## src/rtl/calc_sequencer.sv

```systemverilog
`default_nettype none
// ============================================================================
// Module : calc_sequencer
// Keypad-driven operand entry and ALU start/done sequencing for the calculator.
// Rev    : 1.0  initial release
// ============================================================================
module calc_sequencer #(
    parameter int W           = 16,
    parameter int ALU_TIMEOUT = 64
) (
    input  logic         clk,
    input  logic         rst,
    input  logic         key_valid,
    input  logic [3:0]   key_code,
    output logic         alu_start,
    output logic [1:0]   alu_op,
    output logic [W-1:0] alu_a,
    output logic [W-1:0] alu_b,
    input  logic         alu_done,
    input  logic [W-1:0] alu_result,
    input  logic         alu_ovf,
    output logic [W-1:0] display,
    output logic [1:0]   disp_sel,
    output logic         new_operation,
    output logic         busy
);
    localparam int                 c_CNT_W    = $clog2(ALU_TIMEOUT) + 1;
    localparam int                 c_EXT_W    = W + 4;
    localparam logic [c_CNT_W-1:0] c_CNT_LAST = c_CNT_W'(ALU_TIMEOUT - 1);
    localparam logic [c_CNT_W-1:0] c_CNT_ONE  = c_CNT_W'(1);
    localparam logic [c_EXT_W-1:0] c_TEN      = c_EXT_W'(10);

    typedef enum logic [2:0] {
        S_WAIT_A   = 3'd0,
        S_WAIT_B   = 3'd1,
        S_BUSY     = 3'd2,
        S_SHOW_RES = 3'd3,
        S_ERROR    = 3'd4
    } state_t;

    state_t             r_state;
    logic [W-1:0]       r_a, r_b, r_r;
    logic [1:0]         r_op;
    logic               r_b_entered;
    logic [c_CNT_W-1:0] r_cnt;
    logic               r_alu_start, r_new_op, r_busy;
    logic [1:0]         r_alu_op, r_disp_sel;
    logic [W-1:0]       r_alu_a, r_alu_b, r_display;

    logic               w_is_digit, w_is_op, w_is_eq, w_is_clr;
    logic [1:0]         w_key_op;
    logic [c_EXT_W-1:0] w_a_dig, w_b_dig;
    logic               w_a_fits, w_b_fits;
    state_t             w_state_n;
    logic [W-1:0]       w_a_n, w_b_n, w_r_n, w_disp_n;
    logic [1:0]         w_op_n, w_sel_n;
    logic               w_bent_n, w_launch, w_chain;

    assign w_is_digit = key_valid && (key_code <= 4'd9);
    assign w_is_op    = key_valid && (key_code >= 4'd10) && (key_code <= 4'd12);
    assign w_is_eq    = key_valid && (key_code == 4'd13);
    assign w_is_clr   = key_valid && (key_code == 4'd14);
    assign w_key_op   = (key_code == 4'd10) ? 2'd0 : (key_code == 4'd11) ? 2'd1 : 2'd2;

    // Digit append is evaluated 4 bits wide of the operand so overflow shows up in the top nibble
    assign w_a_dig  = {4'b0000, r_a} * c_TEN + {{W{1'b0}}, key_code};
    assign w_b_dig  = {4'b0000, r_b} * c_TEN + {{W{1'b0}}, key_code};
    assign w_a_fits = ~|w_a_dig[c_EXT_W-1:W];
    assign w_b_fits = ~|w_b_dig[c_EXT_W-1:W];

    always_comb begin
        w_state_n = r_state;
        w_a_n     = r_a;
        w_b_n     = r_b;
        w_r_n     = r_r;
        w_op_n    = r_op;
        w_bent_n  = r_b_entered;
        w_launch  = 1'b0;
        w_chain   = 1'b0;
        if (w_is_clr) begin
            w_state_n = S_WAIT_A;
            w_a_n     = '0;
            w_b_n     = '0;
            w_bent_n  = 1'b0;
        end else begin
            case (r_state)
                S_WAIT_A: begin
                    if (w_is_digit) begin
                        if (w_a_fits) w_a_n = w_a_dig[W-1:0];
                    end else if (w_is_op) begin
                        w_op_n    = w_key_op;
                        w_b_n     = '0;
                        w_bent_n  = 1'b0;
                        w_state_n = S_WAIT_B;
                    end
                end
                S_WAIT_B: begin
                    if (w_is_digit) begin
                        if (w_b_fits) w_b_n = w_b_dig[W-1:0];
                        w_bent_n = 1'b1;
                    end else if (w_is_op) begin
                        if (!r_b_entered) w_op_n = w_key_op;
                    end else if (w_is_eq) begin
                        w_launch  = 1'b1;
                        w_state_n = S_BUSY;
                    end
                end
                S_BUSY: begin
                    // A done on the final timeout cycle still counts as a completion
                    if (alu_done) begin
                        if (alu_ovf) begin
                            w_state_n = S_ERROR;
                        end else begin
                            w_r_n     = alu_result;
                            w_state_n = S_SHOW_RES;
                        end
                    end else if (r_cnt == c_CNT_LAST) begin
                        w_state_n = S_ERROR;
                    end
                end
                S_SHOW_RES: begin
                    if (w_is_op) begin
                        w_a_n     = r_r;
                        w_op_n    = w_key_op;
                        w_b_n     = '0;
                        w_bent_n  = 1'b0;
                        w_chain   = 1'b1;
                        w_state_n = S_WAIT_B;
                    end else if (w_is_digit) begin
                        w_a_n     = {{(W-4){1'b0}}, key_code};
                        w_state_n = S_WAIT_A;
                    end
                end
                default: ;
            endcase
        end

        w_disp_n = w_a_n;
        w_sel_n  = 2'd0;
        case (w_state_n)
            S_WAIT_B, S_BUSY: begin
                if (w_bent_n) begin
                    w_disp_n = w_b_n;
                    w_sel_n  = 2'd1;
                end
            end
            S_SHOW_RES: begin
                w_disp_n = w_r_n;
                w_sel_n  = 2'd2;
            end
            S_ERROR: begin
                w_disp_n = '0;
                w_sel_n  = 2'd3;
            end
            default: ;
        endcase
    end

    always_ff @(posedge clk or posedge rst) begin
        if (rst) begin
            r_state     <= S_WAIT_A;
            r_a         <= '0;
            r_b         <= '0;
            r_r         <= '0;
            r_op        <= 2'd0;
            r_b_entered <= 1'b0;
            r_cnt       <= '0;
            r_alu_start <= 1'b0;
            r_new_op    <= 1'b0;
            r_busy      <= 1'b0;
            r_alu_op    <= 2'd0;
            r_alu_a     <= '0;
            r_alu_b     <= '0;
            r_display   <= '0;
            r_disp_sel  <= 2'd0;
        end else begin
            r_state     <= w_state_n;
            r_a         <= w_a_n;
            r_b         <= w_b_n;
            r_r         <= w_r_n;
            r_op        <= w_op_n;
            r_b_entered <= w_bent_n;
            r_alu_start <= w_launch;
            r_new_op    <= w_chain;
            r_busy      <= (w_state_n == S_BUSY);
            r_display   <= w_disp_n;
            r_disp_sel  <= w_sel_n;
            if (w_launch) begin
                r_alu_a  <= r_a;
                r_alu_b  <= r_b;
                r_alu_op <= r_op;
                r_cnt    <= '0;
            end else if (r_state == S_BUSY && w_state_n == S_BUSY) begin
                r_cnt <= r_cnt + c_CNT_ONE;
            end
        end
    end

    assign alu_start     = r_alu_start;
    assign alu_op        = r_alu_op;
    assign alu_a         = r_alu_a;
    assign alu_b         = r_alu_b;
    assign display       = r_display;
    assign disp_sel      = r_disp_sel;
    assign new_operation = r_new_op;
    assign busy          = r_busy;

endmodule
`default_nettype wire

```

## config.mk

```make
export PLATFORM = sky130hd
export DESIGN_NAME = calc_sequencer
export DESIGN_NICKNAME = d
export VERILOG_FILES = /design/src/rtl/calc_sequencer.sv
export SDC_FILE = /design/constraint.sdc
export NUM_CORES = 1
export LEC_CHECK = 0
export ABC_AREA = 1
export CAP_MARGIN = 40
export CORE_ASPECT_RATIO = 0.7
export CORE_UTILIZATION = 30
export DETAILED_ROUTE_END_ITERATION = 8
export GPL_ROUTABILITY_DRIVEN = 0
export PLACE_DENSITY = 0.48
export REMOVE_ABC_BUFFERS = 1
export SLEW_MARGIN = 20
export SYNTH_ARGS = -nofsm -noshare
export SYNTH_HDL_FRONTEND = slang
export SYNTH_SLANG_ARGS = --single-unit
```

## constraint.sdc

```tcl
create_clock -name clk -period 6.4 [get_ports clk]
set_input_delay 0.64 -clock clk [delete_from_list [all_inputs] [get_ports clk]]
set_output_delay 0.64 -clock clk [all_outputs]
set_load 0.03 [all_outputs]
```

# Yosys cells after proc, flatten, opt, wreduce, memory -nomap -nowiden
# Index checks and enable logic that the tools add are counted.
# Widths: inputs -> output; s select.
[op_classes] add_sub_neg=3 n_reduce_logical=13 mul=2 magnitude_cmp=3 n_bitwise=1 n_eq_ne=16 mux=55
[op_table] op="$mux 16" n=15
[op_table] op="$pmux 16 s3" n=2
[op_table] op="$add 20x4->20" n=2
[op_table] op="$mul 16x3->19 const B" n=2
[op_table] op="$mux 3" n=11
[op_table] op="$pmux 16 s2" n=1
[op_table] op="$eq 4x4->1 const B" n=4
[op_table] op="$mux 2" n=7
[op_table] op="$mux 7" n=2
[op_table] op="$mux 1" n=13
[op_table] op="$eq 3x2->1 const B" n=4
[op_table] op="$pmux 2 s3" n=2
[op_table] op="$pmux 3 s4" n=1
[op_table] op="$le 4x4->1 const B" n=2
[op_table] op="$ne 2x2->1 const B" n=4
[op_table] op="$reduce_or 4->1" n=2
[op_table] op="$add 7x1->7 const B" n=1
[op_table] op="$eq 7x6->1 const B" n=1
[op_table] op="$eq 3x1->1 const B" n=2
[op_table] op="$logic_and 1x1->1" n=6
[op_table] op="$reduce_and 6->1" n=1
[op_table] op="$ge 4x4->1 const B" n=1
[op_table] op="$eq 3x3->1 const B" n=1
[op_table] op="$logic_not 3->1" n=1
[op_table] op="other kinds (5)" n=5
[word_totals] in_bits=25 word_cells=108 ff_bits=116 out_inout_bits=55

# Logic depth before layout (Yosys ltp)
# Gate-level depths: netlist of run 1.
[depth] ltp_word=11 ltp_mapped=26 mapped_depth_nobuf=25

# Least setup slack after synthesis of run 1
# Ideal clock, no wire load.
[synth_path] path_type="reg-to-reg" startpoint="register r_a[1]" endpoint="register r_display[14] (netlist: display[14])" setup_ns=0.124 path_buffers=1 setup_slack_ns=3.029 path_stages_with_launch=24 arrival_time_ns=3.248 required_time_ns=6.276 period_less_slack_ns=3.371 path_cell_list="dfrtp_1 > ha_1 > ha_1 > fa_1 > nand2_1 > nor2_1 > nand2_1 > nand2_1 > nand2_1 > nor2_2 > nand3_2 > nor2_2 > nand3_1 > nand2_1 > nand2_2 > nor2_4 > buf_4 > nand3_2 > nand3_2 > nand2_1 > nand3_1 > nand2_1 > nand2_1 > nand3_1"
[synth_between] elab_chain_len=9
[synth_rtl] item="from (decl)" line_no="42" text="logic [W-1:0] r_a, r_b, r_r;"
[synth_rtl] item="from (signal assigned)" line_no="178" text="r_a <= w_a_n;"
[synth_rtl] item="$mul 16x3->19 (*)" line_no="66" text="assign w_a_dig = {4'b0000, r_a} * c_TEN + {{W{1'b0}}, key_code};"
[synth_rtl] item="$add 20x4->20 (*)" line_no="66"
[synth_rtl] item="$reduce_or 4->1" line_no="68" text="assign w_a_fits = ~|w_a_dig[c_EXT_W-1:W];"
[synth_rtl] item="$mux 16 (*)" line_no="89" text="if (w_a_fits) w_a_n = w_a_dig[W-1:0];"
[synth_rtl] item="$mux 16 (*)" line_no="88" text="if (w_is_digit) begin"
[synth_rtl] item="$pmux 16 s2 (*)" line_no="86" text="case (r_state)"
[synth_rtl] item="$mux 16 (*)" line_no="80" text="if (w_is_clr) begin"
[synth_rtl] item="$mux 16" line_no="142" text="if (w_bent_n) begin"
[synth_rtl] item="$pmux 16 s3 (*)" line_no="140" text="case (w_state_n)"
[synth_rtl] item="net w_disp_n[14]" line_no="55" text="logic [W-1:0] w_a_n, w_b_n, w_r_n, w_disp_n;"
[synth_rtl] item="to (signal assigned)" line_no="186" text="r_display <= w_disp_n;"
[synth_rtl] item="to (decl)" line_no="48" text="logic [W-1:0] r_alu_a, r_alu_b, r_display;"
# The timed path passes the listed nets; every way through them passes the cells marked *.
# A chain may end at the register's enable or synchronous reset.

# Worst setup path in the final report of run 1
[layout_path] startpoint="register r_a[1]" endpoint="register r_display[1] (netlist: display[1])"
[layout_between] elab_chain_len=9 elab_cells_between_ends=11 classes_between="add/sub: 1; mul: 1; mux: 8; reduce/logical: 1"
[layout_rtl] item="$mul 16x3->19" line_no="66"
[layout_rtl] item="$add 20x4->20" line_no="66"
[layout_rtl] item="$reduce_or 4->1" line_no="68"
[layout_rtl] item="$mux 16" line_no="89"
[layout_rtl] item="$mux 16" line_no="88"
[layout_rtl] item="$pmux 16 s2 (*)" line_no="86"
[layout_rtl] item="$mux 16 (*)" line_no="80"
[layout_rtl] item="net w_a_n[1]" line_no="55"
[layout_rtl] item="$mux 16" line_no="142"
[layout_rtl] item="$pmux 16 s3 (*)" line_no="140"
[layout_rtl] item="net w_disp_n[1]" line_no="55"
# Marks and branches as above.

==> qor.yml, run 1 <==
yosys:
  netlist_area_mm2: 0.009617
  ys_async_sr_fraction_pct: 100.0
  synth_cell_types: 46
  synth_enable_flop_cells: 0
  synth_common_cells: "nand2_1 (444), inv_1 (195), nand3_1 (175)"
  synth-seq-cells: 116
  syn-instance-count: 1404
  yosys.area.top_type: "dfrtp_1"
  ys_seq_area_share_pct: 30.18
  synth_flop_cell: "dfrtp_1"
  synth_top_area_share_pct: 30.18
  synth_area_per_cell_um2: 6.850
  yosysMostFrequentCell: "nand2_1"
  synth_area_leaders: "dfrtp_1 (30%), nand2_1 (17%), nand3_1 (9.1%), ha_1 (8.2%), inv_1 (7.6%)"
  ys_warn_count: 0
floorplanning:
  core_mm2: 0.03135
  rows: 54
  ios: 80
  die_h_um: 151.8
  initial_core_util_pct: 30.68
  die_w_um: 216.0
  dieArea_mm2: 0.03279
sta:
  clock_skew_ps: 12.20
  hold_ws_ps: 419.6
  tightest_slew_ps: 835.9
  min_period_ps: 4481
  setup_viol: 0
  rsz0062_at_grt: "false"
  timing.final.ws_setup_ps: 1919
  post-route-period-util_pct: 70.02
  setup_tns_ps: 0
  finalHoldViolCount: 0
  maxClockFrequency_ghz: 0.2232
  final_max_slew_viol_count: 0
  relSlewSlack_pct: 44.21
setup_path:
  critPathMaxFanout: 17
  cp_top_family: "simple AND/OR/NAND/NOR gates"
  worst_r2r_endpoint: "display[1]"
  crit_type: "flop to flop"
  critPathCaptureType: "flop"
  crit_buf_inv: 0
  crit_path_start: "r_a[1]"
  cp-endpoint: "display[1]"
  crit_cells: 21
  slowest_stage: "fa_1"
  required_ps: 6770
  reg2reg_from: "r_a[1]"
  critPathArrivalTime_ps: 4850
  crit_chain: "ha_1, ha_1, fa_1, nand2_1, nor2_1, nand2_1, nand2_1, nand2_1, nor2_2, nand3_2, nor2_2, nand3_1, nand2_1, nand2_2, nor2_4, nand3_4, nand2_1, nand3_1, a21oi_1, nand2_1, nand3_1"
  r2r_cells: 21
  r2r_slack_ps: 1920
  path_common_cell: "nand2_1"
  slowest_delay_ps: 560
  critPathLaunchType: "flop"
job:
  drv_cap: 0
clock_network:
  cts_tree: "built"
  clkTransAtPathRegs_ps: 60
  post-cts-setup-buffers: 0
  cts_buffer_depth: 2
  numCtsBuffers: 17
  cts_root_buf: "clkbuf_16"
  ctsResizeCount: 0
  ctsHtreeMaxLevel: 4
  cts-hold-fix-buffers: 0
  cts_sinks: 116
  clk_latency_ps: 440
global_routing:
  antenna_found_initial: 0
  grt_max_degree: 72
  grt_pass1_wl_um: 50960
  grt_pass1_vias: 8677
  grt_overflow_total: 0
  gr-usage-all-layers_pct: 20.63
min_path:
  hold_class: "input port to async pin"
status:
  status: "finished, final reports clean"
finish:
  n_antenna_cell: 0
  utilization_pct: 36.75
  syn2layout_area_growth_pct: 19.79
  final_layout_size_suffix_gt1_share_pct: 9.993
  final_nets: 1570
routing:
  via_count: 9294
  drt_wl_total_um: 32900
  drc_errors: 0
  dr.pass1.iters: 6
  wl_per_cell_um: 17.22
  vias_per_cell: 4.863
  ant_nets: 0
  drt_iter0_drc: 807
placed_design:
  dp_hpwl_um: 25340
  port_buffers: 79
  pre_cts_ws_ps: 1760
==> sequential cells by signal (all words and copies together) (netlist names), 3 cells and up <==
name and flops:
alu_a 16, alu_b 16, display 16, r_a 16, r_b 16, r_cnt 7
r_r 16, r_state 3
==> layer usage <==
| layer | GRT usage (%) | vias to the layer above | wire [µm] |
|---|---|---|---|
| met4 | 4.261 | 0 | 320 |
| met1 | 32.95 | 4246 | 18010 |
| met3 | 4.311 | 22 | 2371 |
| met2 | 27.44 | 324 | 12200 |
| li1 | - | 4702 | - |
| met5 | 0 | - | 0 |
==> stage by stage <==
step,cell area (µm²),cells
finish,11520,1911
global route,11520,1911
CTS,11490,1910
detailed placement,10870,1878
global placement,10820,1876
floorplan,9439,1370
==> logic make-up (layout without fill, tap and decap cells) <==
| family | after synthesis | in the layout | synth area share, % |
|---|---|---|---|
| AO/OA/AOI/OAI | 168 | 168 | 10.14 |
| flip-flops | 116 | 116 | 30.18 |
| adder cells (fa/ha/maj) | 67 | 67 | 9.029 |
| AND/OR/NAND/NOR | 778 | 778 | 36.95 |
| multiplexers | 16 | 16 | 1.874 |
| XOR/XNOR | 23 | 23 | 2.095 |
| buffers and inverters | 236 | 323 | 9.732 |
==> placed cells by master (no fill, tap or decap), types with 4 or more instances in the layout <==
cell / n
fa_1: 4
nand2_2: 22
buf_4: 7
a21oi_1: 53
dfrtp_1: 116
bufinv_16: 4
mux2_2: 16
nor3_1: 9
nand4_1: 16
nor2_4: 5
clkdlybuf4s50_1: 79
xnor2_1: 8
nand2_1: 444
xor2_1: 15
nor2_2: 15
a31oi_1: 13
nand3_2: 27
ha_1: 63
o21ai_0: 61
clkinvlp_4: 4
a21boi_0: 16
nand3_1: 175
inv_2: 4
clkbuf_16: 17
a21oi_2: 12
nor2_1: 54
inv_1: 194
==> worst reg2reg max path, delay by kind of cell (launching register included) <==
family / cells / cell delay [ps]
adders and majority gates: 3 / 1180
and+or+nand+nor: 17 / 2500
AOI/OAI and AO/OA: 1 / 280
DFF: 1 / 450
==> final cells by class <==
cell class	count	area (µm²)
fill	3412	19830
multi-input combinational	1052	5787
sequential	116	2903
timing repair buffer	89	918.4
inverter	202	760.7
tap	420	525.5
clock buffer	19	442.9
clock inverter	13	182.7
==> how the worst min path moves through the flow <==
stage / start / endpoint / slack (ps) / cells past startpoint
5_1_grt: rst / r_cnt[4] / 410 / 2
2_1_floorplan: r_cnt[5] / r_cnt[5] / 430 / 1
3_3_place_gp: r_cnt[5] / r_cnt[5] / 460 / 1
4_1_cts: r_cnt[5] / r_cnt[5] / 470 / 1
6_report: rst / r_cnt[4] / 420 / 2
3_5_place_dp: r_cnt[5] / r_cnt[5] / 450 / 1
Power of run 1 is left out: the tool's default activity adds up to more than one toggle a clock period on the data nets, which glitch-free logic cannot reach.
==> run 2, diff against run 1 <==
- PLACE_DENSITY: 0.48 -> 0.49
- clock period: 6.4 -> 3.9 ns (I/O delays scaled with it)
==> run 2 against run 1 <==
Effect of this change:
- final cell count increased by 2.3%
- register-to-register slack got worse by 1700 ps
- highest routed layer unchanged
- count of clock-buffer cells in the layout unchanged
- hold slack got worse by 160 ps
- final area increased by 4.3%
- sequential share of layout area decreased by 1.0 points
- utilization increased by 1.6 points
- flip-flop and latch count unchanged
- worst setup slack got worse by 1700 ps
==> qor.yml, run 2 (synthesis results as in run 1) <==
global_routing:
  grt_max_degree: 58  # was 72
  grt_pass1_vias: 8544  # was 8677
  grt_pass1_wl_um: 51210  # was 50960 µm
  gr-usage-all-layers_pct: 20.72  # was 20.63%
  busiest_layer: "met1"  # unchanged
  grt_overflow_total: 0  # unchanged
  met1_usage_pct: 33.54  # was 32.95%
  met3_usage_pct: 4.112  # was 4.311%
  antenna_found_initial: 2  # was 0
  grt.met2_usage_pct: 27.40  # was 27.44%
floorplanning:
  die_w_um: 216.0  # unchanged
  rows: 54  # unchanged
  core_mm2: 0.03135  # unchanged
  initial_core_util_pct: 30.68  # unchanged
  die_h_um: 151.8  # unchanged
  ios: 80  # unchanged
  dieArea_mm2: 0.03279  # unchanged
routing:
  drt_wl_total_um: 33320  # was 32900 µm
  drc_errors: 0  # unchanged
  drt_iter0_drc: 935  # was 807
  wl_per_cell_um: 17.05  # was 17.22 µm
  vias_per_cell: 4.884  # was 4.863
  ant_nets: 0  # unchanged
  via_count: 9543  # was 9294
  dr.pass1.iters: 8  # was 6
sta:
  finalHoldViolCount: 0  # unchanged
  setup_viol: 0  # unchanged
  post-route-period-util_pct: 94.83  # was 70.02%
  final_max_slew_viol_count: 0  # unchanged
  tightest_slew_ps: 716.4  # was 835.9 ps
  relSlewSlack_pct: 52.19  # was 44.21%
  rsz0062_at_grt: "true"  # was false
  clock_skew_ps: 10.76  # was 12.20 ps
  min_period_ps: 3698  # was 4481 ps
  hold_ws_ps: 259.6  # was 419.6 ps
  maxClockFrequency_ghz: 0.2704  # was 0.2232 GHz
finish:
  seq_area_mm2: 0.002903  # unchanged
  final_layout_size_suffix_gt1_share_pct: 14.15  # was 9.993%
  fill_cells: 3325  # was 3412
  n_antenna_cell: 0  # unchanged
  multi_input_area_mm2: 0.005947  # was 0.005787 mm²
  final_cell_mix: "nand2_1 (439), inv_1 (192), nand3_1 (173)"  # was nand2_1 (444), inv_1 (194), nand3_1 (175)
  final_nets: 1613  # was 1570
  syn2layout_area_growth_pct: 24.99  # was 19.79%
  final_common_cell: "nand2_1"  # unchanged
setup_path:
  worst_r2r_endpoint: "display[0]"  # was display[1]
  required_ps: 4270  # was 6770 ps
  reg2reg_from: "r_a[1]"  # unchanged
  crit_type: "flop to flop"  # unchanged
  critPathMaxFanout: 4  # was 17
  critPathArrivalTime_ps: 4070  # was 4850 ps
  r2r_cells: 22  # was 21
  critPathCaptureType: "flop"  # unchanged
  r2r_slack_ps: 200  # was 1920 ps
  critPathLaunchType: "flop"  # unchanged
clock_network:
  numCtsBuffers: 17  # unchanged
  clk_latency_ps: 440  # about the same
  clkTransAtPathRegs_ps: 60  # about the same
  ctsHtreeMaxLevel: 4  # unchanged
  cts-hold-fix-buffers: 0  # unchanged
  cts_sinks: 116  # unchanged
  cts_root_buf: "clkbuf_16"  # unchanged
  cts_buffer_depth: 2  # unchanged
  cts_tree: "built"  # unchanged
min_path:
  hold_class: "input port to async pin"  # unchanged
placed_design:
  port_buffers: 79  # unchanged
  dp_hpwl_um: 25730  # was 25340 µm
job:
  drv_cap: 0  # unchanged
status:
  status: "finished, final reports clean"  # unchanged
-- run 2: changes by cell type in the layout (fill, tap and decap cells not counted), sizes merged --
cell / change
bufinv: -2
clkinv: -1
nand3: +1
clkbuf: +1
inv: +5
clkinvlp: -2
buf: +41
-- run 2: worst max-delay path by stage --
stage	start	endpoint	slack, ps	cells past startpoint
2_1_floorplan	r_a[1]	display[15]	260	23
3_3_place_gp	r_b[3]	display[8]	-3	23
3_5_place_dp	r_b[3]	display[10]	-5	23
4_1_cts	r_b[3]	display[10]	40	24
5_1_grt	r_a[1]	display[11]	-60	24
6_report	r_a[1]	display[0]	200	22
-- run 2: final cells by class --
type,count,area share (%)
Multi-Input combinational cell,1053,49.47
Sequential cell,116,24.15
Timing Repair Buffer,131,10.69
Clock buffer,19,3.768
Tap cell,420,4.372
Inverter,202,6.329
Clock inverter,13,1.218
-- run 2: repair_timing --
action	in CTS	in global routing
gates cloned	0	2
setup buffers	2	14
gates resized for setup	0	38
pin swaps	1	13
setup endpoints to repair	4	33
-- run 2: worst max-delay path: stages (launching register included) --
cell and delay, ps:
dfrtp_1 380, ha_1 300, ha_2 210, fa_2 610, nand2_2 70, nor2_1 100
nand2_1 70, nand2_1 70, nand2_2 70, nor2_4 120, nand3_4 120, nor2_4 140
nand3_1 80, nand2_1 80, nand2_2 90, nor2_4 190, buf_12 140, nand3_2 140
nand2_1 90, nand3_1 80, a21oi_1 270, nand2_1 100, nand3_1 120
-- run 2: through the flow --
stage	util (%)	setup slack (ps)	instance area [µm²]	cells	TNS [ps]
4_1_cts	37.24	35.98	11670	1937	0
3_5_place_dp	35.28	-4.502	11060	1903	-4.502
2_1_floorplan	-	263.5	9439	1370	0
6_report	38.34	201.5	12020	1954	0
5_1_grt	38.34	-64.28	12020	1954	-391.9
3_3_place_gp	35.28	-2.616	11060	1903	-2.616
-- run 2: per-layer routing --
| layer | vias to the layer above | wire [µm] | share of wire (%) |
|---|---|---|---|
| li1 | 4789 | - | - |
| met1 | 4477 | 18320 | 55 |
| met2 | 258 | 12640 | 38 |
| met3 | 19 | 2098 | 6.3 |
| met4 | 0 | 267 | 0.80 |
| met5 | - | 0 | 0 |
Power of run 2 is left out for the same reason.
==> run 3, diff against run 2 <==
- CELL_PAD_IN_SITES_DETAIL_PLACEMENT: not set -> 1
- CELL_PAD_IN_SITES_GLOBAL_PLACEMENT: not set -> 2
- GPL_TIMING_DRIVEN: not set -> 1
- PLACE_DENSITY: 0.49 -> 0.78
==> run 3 against run 2 <==
Effect of this change:
- global-route usage up 1.5 points
- clock skew down 2.6 ps
- sequential share of layout area down 0.34 points
- flip-flop and latch count unchanged
- final cell count up 0.20%
- die area unchanged
- critical endpoint is now display[4]
==> qor.yml, run 3 (synthesis results as in run 1) <==
routing:
  vias_per_cell: 5.004  # was 4.884
  drt_iter0_drc: 708  # was 935
  ant_nets: 0  # unchanged
  dr.pass1.iters: 5  # was 8
  via_count: 9797  # was 9543
  drc_errors: 0  # unchanged
  drt_wl_total_um: 36070  # was 33320 µm
  wl_per_cell_um: 18.42  # was 17.05 µm
floorplanning:
  dieArea_mm2: 0.03279  # unchanged
  initial_core_util_pct: 30.68  # unchanged
  die_h_um: 151.8  # unchanged
  die_w_um: 216.0  # unchanged
  rows: 54  # unchanged
  core_mm2: 0.03135  # unchanged
  ios: 80  # unchanged
sta:
  maxClockFrequency_ghz: 0.2676  # was 0.2704 GHz
  final_max_slew_viol_count: 0  # unchanged
  setup_viol: 0  # unchanged
  min_period_ps: 3737  # was 3698 ps
  post-route-period-util_pct: 95.81  # was 94.83%
  timing.final.ws_setup_ps: 163.5  # was 201.5 ps
  relSlewSlack_pct: 55.35  # was 52.19%
  clock_skew_ps: 8.186  # was 10.76 ps
  finalHoldViolCount: 0  # unchanged
  tightest_slew_ps: 668.8  # was 716.4 ps
finish:
  utilization_pct: 38.93  # was 38.34%
  final_layout_size_suffix_gt1_share_pct: 15.29  # was 14.15%
  multi_input_area_mm2: 0.005976  # was 0.005947 mm²
  final_common_cell: "nand2_1"  # unchanged
  final_nets: 1618  # was 1613
  final_cell_mix: "nand2_1 (438), inv_1 (192), nand3_1 (167)"  # was nand2_1 (439), inv_1 (192), nand3_1 (173)
  seq_area_mm2: 0.002907  # was 0.002903 mm²
  fill_cells: 3957  # was 3325
  syn2layout_area_growth_pct: 26.92  # was 24.99%
clock_network:
  cts_sinks: 116  # unchanged
  cts_root_buf: "clkbuf_16"  # unchanged
  clkTransAtPathRegs_ps: 60  # about the same
  cts-hold-fix-buffers: 0  # unchanged
  clk_latency_ps: 440  # about the same
  ctsHtreeMaxLevel: 4  # unchanged
  cts_buffer_depth: 2  # unchanged
  cts_tree: "built"  # unchanged
  numCtsBuffers: 17  # unchanged
setup_path:
  crit_type: "flop to flop"  # unchanged
  critPathMaxFanout: 5  # was 4
  critPathLaunchType: "flop"  # unchanged
  critPathCaptureType: "flop"  # unchanged
  required_ps: 4220  # was 4270 ps
  critPathArrivalTime_ps: 4060  # was 4070 ps
global_routing:
  grt_pass1_wl_um: 55990  # was 51210 µm
  grt_max_degree: 62  # was 58
  grt_overflow_total: 0  # unchanged
  gr-usage-all-layers_pct: 22.23  # was 20.72%
  grt_pass1_vias: 9827  # was 8544
  antenna_found_initial: 0  # was 2
placed_design:
  pre_cts_ws_ps: -125.0  # was -4.502 ps
  dp_hpwl_um: 27820  # was 25730 µm
  port_buffers: 79  # unchanged
status:
  status: "finished, final reports clean"  # unchanged
job:
  drv_cap: 0  # unchanged
min_path:
  hold_class: "input port to async pin"  # unchanged
[run 3: layout make-up]
type | count | share of cell area (%)
inverter | 202 | 6.233
clock buffer | 21 | 3.936
clock inverter | 9 | 1.435
multi-input combinational | 1052 | 48.96
antenna | 1 | 0.02050
timing repair buffer | 137 | 11.30
sequential | 116 | 23.81
tap | 420 | 4.305
[run 3: timing repair]
action | CTS | global route
hold endpoints to repair | 0 | 0
setup buffers | 1 | 13
gates cloned | 0 | 2
pin swaps | 2 | 13
setup endpoints to repair | 10 | 30
gates resized for setup | 7 | 46
[run 3: per-layer routing]
metal / part of all wire [%] / global-route usage [%]
met3: 3.7 / 3.493
met5: 0 / 0
met2: 42 / 33.18
met1: 53 / 33.33
met4: 1.0 / 4.824
[run 3: through the flow]
step                setup TNS (ps)  cells  instance area (µm²)  hold WS, ps
floorplan                        0   1370                 9439        429.0
global placement            -141.3   1909                11140        445.2
detailed placement          -395.0   1909                11140        467.5
CTS                              0   1940                11830        477.1
global route                -438.8   1957                12200        204.2
finish                           0   1958                12210        200.7
[run 3: final timing paths]
| kind | start | end | slack [ps] | cells past startpoint |
|---|---|---|---|---|
| setup / recovery | r_b[1] | display[4] | 160 | 24 |
| max in group asynchronous | rst | r_a[13] | 3090 | 3 |
| setup reg to reg | r_b[1] | display[4] | 160 | 24 |
| min in group clk | r_cnt[5] | r_cnt[5] | 460 | 1 |
| hold reg to reg | r_cnt[5] | r_cnt[5] | 460 | 1 |
| hold / removal | rst | busy | 200 | 2 |
[run 3: critical path: stages (launching register included)]
cell and delay (ps):
dfrtp_2 440, ha_4 260, ha_4 180, fa_2 580, nand2_1 50, inv_1 50
nand4_1 150, a21oi_2 220, nand2_2 90, inv_1 60, nand3b_1 180, nor2_2 190
nand2_1 60, nand2_1 60, nand2_1 80, nor2_4 140, buf_12 140, buf_6 120
nand3_1 110, nand3_2 110, nand2_1 60, nand3_2 110, nand2_1 70, nand2_1 60
nand3_1 70
Power of run 3 is left out for the same reason.
